--- src/rtl/binarize_sequencer.sv ---
// Two-pass frame sequencer: pass 1 feeds the histogram, waits for the threshold,
// pass 2 drives the output RAM. Optional read stall via `define BINSEQ_STALL_EN.
module binarize_sequencer #(
  parameter int ADDR_W     = 16,
  parameter int NUM_PIXELS = 65536
) (
  input  logic              clk,
  input  logic              rst,
  input  logic              start,
`ifdef BINSEQ_STALL_EN
  input  logic              stall,
`endif
  input  logic              thr_done,
  output logic [ADDR_W-1:0] rd_addr,
  output logic              rd_en,
  output logic              hist_valid,
  output logic              thr_start,
  output logic              enable,
  output logic              we,
  output logic [ADDR_W-1:0] wr_addr,
  output logic              busy,
  output logic              frame_done
);

  localparam logic [ADDR_W-1:0] LAST = ADDR_W'(NUM_PIXELS - 1);

  typedef enum logic [2:0] {
    IDLE, PASS1, DRAIN1, CALC, PASS2, DRAIN2, DONE
  } state_e;

  state_e            state_q, state_d;
  logic [ADDR_W-1:0] rd_addr_q, rd_addr_d;
  logic              rd_en_q, rd_en_d;
  logic              hist_valid_q, hist_valid_d;
  logic              thr_start_q, thr_start_d;
  logic              done_seen_q, done_seen_d;
  logic              enable_q, enable_d;
  logic              we_q, we_d;
  logic [ADDR_W-1:0] wr_addr_q, wr_addr_d;
  logic              busy_q, busy_d;
  logic              frame_done_q, frame_done_d;
  logic              stall_w;
  logic              last_issued;

`ifdef BINSEQ_STALL_EN
  assign stall_w = stall;
`else
  assign stall_w = 1'b0;
`endif

  // rd_addr_q doubles as the pixel counter: it always holds the last address issued.
  assign last_issued = rd_en_q && (rd_addr_q == LAST);

  always_comb begin
    state_d   = state_q;
    rd_addr_d = rd_addr_q;
    rd_en_d   = 1'b0;
    case (state_q)
      IDLE: begin
        if (start) begin
          state_d   = PASS1;
          rd_addr_d = '0;
          rd_en_d   = 1'b1;
        end
      end
      PASS1, PASS2: begin
        if (last_issued) begin
          state_d = (state_q == PASS1) ? DRAIN1 : DRAIN2;
        end else if (!stall_w) begin
          rd_en_d   = 1'b1;
          rd_addr_d = rd_addr_q + 1'b1;
        end
      end
      DRAIN1: state_d = CALC;
      CALC: begin
        if (done_seen_q) begin
          state_d   = PASS2;
          rd_addr_d = '0;
          rd_en_d   = 1'b1;
        end
      end
      DRAIN2:  state_d = DONE;
      DONE:    state_d = IDLE;
      default: state_d = IDLE;
    endcase

    // Data arrives one cycle after the read, so histogram/write strobes trail rd_en.
    hist_valid_d = rd_en_q && (state_q == PASS1);
    we_d         = rd_en_q && (state_q == PASS2);
    wr_addr_d    = rd_addr_q;
    thr_start_d  = (state_q == DRAIN1);
    done_seen_d  = (state_q == CALC) && thr_done;
    enable_d     = (state_d == PASS2) || (state_d == DRAIN2);
    busy_d       = (state_d != IDLE);
    frame_done_d = (state_d == DONE);
  end

  always_ff @(posedge clk) begin
    if (rst) begin
      state_q      <= IDLE;
      rd_addr_q    <= '0;
      rd_en_q      <= 1'b0;
      hist_valid_q <= 1'b0;
      thr_start_q  <= 1'b0;
      done_seen_q  <= 1'b0;
      enable_q     <= 1'b0;
      we_q         <= 1'b0;
      wr_addr_q    <= '0;
      busy_q       <= 1'b0;
      frame_done_q <= 1'b0;
    end else begin
      state_q      <= state_d;
      rd_addr_q    <= rd_addr_d;
      rd_en_q      <= rd_en_d;
      hist_valid_q <= hist_valid_d;
      thr_start_q  <= thr_start_d;
      done_seen_q  <= done_seen_d;
      enable_q     <= enable_d;
      we_q         <= we_d;
      wr_addr_q    <= wr_addr_d;
      busy_q       <= busy_d;
      frame_done_q <= frame_done_d;
    end
  end

  assign rd_addr    = rd_addr_q;
  assign rd_en      = rd_en_q;
  assign hist_valid = hist_valid_q;
  assign thr_start  = thr_start_q;
  assign enable     = enable_q;
  assign we         = we_q;
  assign wr_addr    = wr_addr_q;
  assign busy       = busy_q;
  assign frame_done = frame_done_q;

endmodule

--- config.mk ---
export PLATFORM = sky130hd
export DESIGN_NAME = binarize_sequencer
export DESIGN_NICKNAME = d
export VERILOG_FILES = /design/src/rtl/binarize_sequencer.sv
export SDC_FILE = /design/constraint.sdc
export NUM_CORES = 1
export LEC_CHECK = 0
export CORE_MARGIN = 10
export CORE_UTILIZATION = 43
export DETAILED_ROUTE_END_ITERATION = 16
export PLACE_DENSITY = 0.73
export RECOVER_POWER = 50
export REMOVE_ABC_BUFFERS = 1
export SLEW_MARGIN = 20
export SYNTH_ARGS = -nofsm -noshare
export SYNTH_HDL_FRONTEND = slang
export SYNTH_SLANG_ARGS = --single-unit
--- constraint.sdc ---
create_clock -name clk -period 1.75 [get_ports clk]
set_input_delay 0.2625 -clock clk [delete_from_list [all_inputs] [get_ports clk]]
set_output_delay 0.2625 -clock clk [all_outputs]
set_load 0.01 [all_outputs]
# After elaboration in Yosys (flattened, before gate mapping)
# Cells that the tools add are included.
# W data, S select, Z words.
# word_totals
regBits	43
out_inout_bits	39
elab_cells	47
inputBits	4
# classes
n_eq_ne	12
n_addsub	1
reduce_logical	10
n_mux	13
# op_table
cell	n
$mux W16	3
$pmux W16 S3	1
$add A16 B1 Y16 const B	1
$eq A16 B16 Y1 const B	1
$eq A3 B3 Y1 const B	5
$pmux W3 S5	1
$mux W3	4
$eq A3 B2 Y1 const B	2
$ne A2 B2 Y1 const B	3
$reduce_bool A3 Y1	2
$logic_and A1 B1 Y1	4
$reduce_and A4 Y1	1
$eq A3 B1 Y1 const B	1
$logic_not A3 Y1	1
$mux W1	3
$pmux W1 S3	1
$reduce_or A2 Y1	1
$logic_or A1 B1 Y1	1

# Logic depth before layout (Yosys ltp)
# logic_depth
ltp_word	6
depth_mapped	6
ltp_nobuf	5

# Worst setup path after synthesis
# Ideal clock, no wire load.
# synth_timing
path_kind	flip-flop to flip-flop
from	reg state_q[0]
to	reg rd_addr_q[11] (netlist: rd_addr[11])
path_stages_with_launch	6
t_arrival_ns	1.626
path_slack_ns	0.053
path_buffers	0
path_cell_list	dfxtp_1 nand2_2 a221oi_4 o21ai_2 or4_1 a21oi_1
# synth_via
elab_chain_len	4
elab_cells_between_ends	11
# synth_rtl
item	line_no	rtl
from (decl)	31	state_e state_q, state_d;
from (signal assigned)	112	state_q <= state_d;
$eq A3 B1 Y1 / $eq A3 B3 Y1 (equally long branches)	58	case (state_q)
$reduce_or A2 Y1	58	
$ne A2 B2 Y1 (no line) / $reduce_bool A3 Y1 (equally long branches)	-	
$reduce_and A4 Y1 (no line)	-	
to (signal assigned)	113	rd_addr_q <= rd_addr_d;
to (decl)	32	logic [ADDR_W-1:0] rd_addr_q, rd_addr_d;
# Several ways; a longest one is shown, not always the timed one.
# A chain may end at the register's enable or synchronous reset.

# Worst setup path in the final report
# layout_timing
from	reg state_q[0]
to	reg rd_addr_q[3] (netlist: rd_addr[3])
# Same word-level chain as after synthesis.

==> impl_metrics.yaml <==
timing:
  finalSetupTns_ps: 0
  timing.final.setup_violations: 0
  transition_time_at_the_pin_with_the_least_slew_margin_ps: 414
  clock_skew_ps: 10.7
  min_period_ps: 1740
  slew_margin_rel: 0.722
  final-hold-violation-count: 0
  max_freq_ghz: 0.576
  final_min_period_over_clock_period: 0.993
  slew_viol_final: 0
  unrepaired_setup_endpoints_after_global_routing: "yes"
detailed_routing:
  drc: 0
  detail_route.first_pass.iterations: 6
  wire_per_inst_um: 14.7
  detailroute.via_count: 1604
  drt_iter0_drc: 96
  drtAntennaViolNets: 0
  dr_wl_met2_mm: 2.20
  via_per_inst: 5.24
  top_layer: "met4"
  detail_route.wirelength.met1_mm: 1.82
  detail_route.wirelength_mm: 4.51
  wl_met3_um: 418
run:
  drv.max_cap_violation_count: 0
place:
  gp_congestion: 0.784
  hpwl_mm: 3.20
  io_buffers: 42
  detailed_place.area_sq_mm: 0.00240
logic_synthesis:
  post_synthesis_async_set_or_reset_flop_share: 0
  synth_seq_cells: 43
  synth_top_cells_by_area: "dfxtp_1 51%, nor2b_1 6.3%, xor2_1 4.7%"
  syn_area_per_cell_sq_um: 9.40
  library_cells_used_by_synthesis: 36
  post-synth-top-count-cell: "dfxtp_1"
  seq_area_frac_synth: 0.509
  synthesis.yosys.warnings: 0
  synth_top_area_frac: 0.509
  netlist.top_cell.by_area: "dfxtp_1"
  synth_area_sq_mm: 0.00169
  postSynth.topFlopCell: "dfxtp_1"
  number_of_enable_type_register_cells_in_the_synthesized_netlist: 0
  synth_cells: 180
  post_synth_most_frequent_cells: "43 x dfxtp_1, 17 x nor2b_1, 16 x nor2_1, 11 x a21oi_1, 9 x xor2_1"
floorplan:
  floorplan.die_area_sq_mm: 0.00684
  floorplan.die.height_um: 82.7
  initial_core_util: 0.452
  ios: 43
  num_rows: 22
  chipWidth_um: 82.7
  coreArea_sq_mm: 0.00374
critical_path:
  crit_path_max_fanout: 8
  timing.critical_path.arrival_ps: 1980
  rrSetupSlack_ps: 10
  critical_path.endpoint_type: "register"
  cp-start-kind: "register"
  worstSetupEndpoint: "rd_addr[3]"
  worst-endpoint-required_ps: 2000
  timing.setup.critical_path_class: "register to register"
  cp-startpoint: "state_q[0]"
  r2r_end: "rd_addr[3]"
  critical_path.reg2reg.startpoint: "state_q[0]"
  reg2regPathDepth: 6
finish:
  design.final.nets: 262
  postLayoutCellArea_sq_mm: 0.00258
  antenna_cells_inserted: 0
  area_growth_from_synthesis_to_final_layout_pct: 52.8
  drive_gt1_frac: 0.233
cts:
  numCtsBuffers: 5
  tritoncts_num_sinks: 43
  clock_insertion_delay_at_the_later_pin_of_the_skew_report_ps: 310
  ctsHtreeMaxLevel: 2
  clk_transition_reported_paths_ps: 80
  hold_buffers: 0
  tritoncts_clock_tree: "built"
  clockBufferDepth: 2
  cts.root.buffer_cell: "clkbuf_8"
run_status:
  status: "complete, no violations"
pwr:
  power_density_mw_per_mm2: 697
  total_leakage_power_uw: 0.000996
  max-vdd-ir-drop_uv: 591
hold_path:
  hold_path_startpoint: "rd_en"
  worstHoldPathType: "register to register"
global_routing:
  grt_antenna_before_repair: 0
  grt.overflow.total: 0
  grt_first_pass_wirelength_mm: 7.10
  maximum_number_of_pins_on_one_net_before_global_route_repair: 29
  track_usage: 0.132
  first_global_vias: 1559
report_power, final:
group          switching (uW)  total [uW]  internal (uW)
registers                10.5        1000            989
clock network             339         617            279
logic                    87.2         186           98.5
total                     436        1800           1370
per-layer routing:
layer	vias up	GRT usage
met5	-	0
met2	48	0.224
met1	768	0.140
met3	8	0.0486
met4	0	0.0686
li1	780	-
cell families (layout without fill, tap and decap cells):
group / after synthesis / count (layout) / synth area share
xor gates and xnor gates: 9 / 9 / 0.0466
and+or+nand+nor: 86 / 86 / 0.282
adders and majority gates: 1 / 1 / 0.00740
buffers and inverters: 10 / 88 / 0.0229
muxes: 1 / 1 / 0.00592
AOI/OAI and AO/OA: 30 / 30 / 0.126
DFF: 43 / 43 / 0.509
cell usage in the layout, fill, tap and decap left out, types with 5 or more instances in the layout:
cell	synthesis	final
xor2_1	9	8
clkdlybuf4s50_1	0	42
and2_1	5	5
nor2_1	16	16
clkbuf_8	0	5
dfxtp_1	43	40
nand4_1	5	5
nor2b_1	17	17
and3_1	6	5
nand3_1	7	6
o21ai_0	6	5
nand2_1	8	8
buf_4	0	32
a21oi_1	11	9
through the flow:
stage	total power [uW]	setup WS, ps	utilization	instances	hold slack [ps]
2_1_floorplan	1080	-210	-	172	329
3_3_place_gp	1180	-239	0.641	295	475
3_5_place_dp	1180	-275	0.641	295	479
4_1_cts	1790	8.70	0.667	304	494
5_1_grt	1870	-37.1	0.691	306	527
6_report	1800	12.9	0.691	306	495
worst max-delay path, cell delays in order, from the launching register on:
cell and delay [ps]:
dfxtp_4 390, buf_6 130, a221oi_4 320, o21ai_4 150, buf_12 160, or4_1 470
nand2_1 70
cell type report:
type	count	area [sq um]
clock inverters	2	12.5
flip-flops and latches	43	867
repair buffers	78	728
inverters	2	7.51
clock buffers	6	72.6
well taps	48	60.1
multi-input cells	127	837
fillers	310	1160
timing repair:
| action | in CTS | in global routing |
|---|---|---|
| gates cloned | 0 | 1 |
| pin swaps | 2 | 6 |
| endpoints found under the hold margin | 0 | 0 |
| setup endpoints to repair | 8 | 16 |
| resized for setup | 2 | 15 |
| buffers inserted | 1 | 1 |
worst min-delay path by stage:
stage               cells past startpoint     endpoint
finish                                  2   hist_valid
global route                            2           we
CTS                                     2   hist_valid
detailed placement                      2   hist_valid
global placement                        2           we
floorplan                               1  wr_addr[11]
No activity file was read; power rests on OpenSTA's default activity.
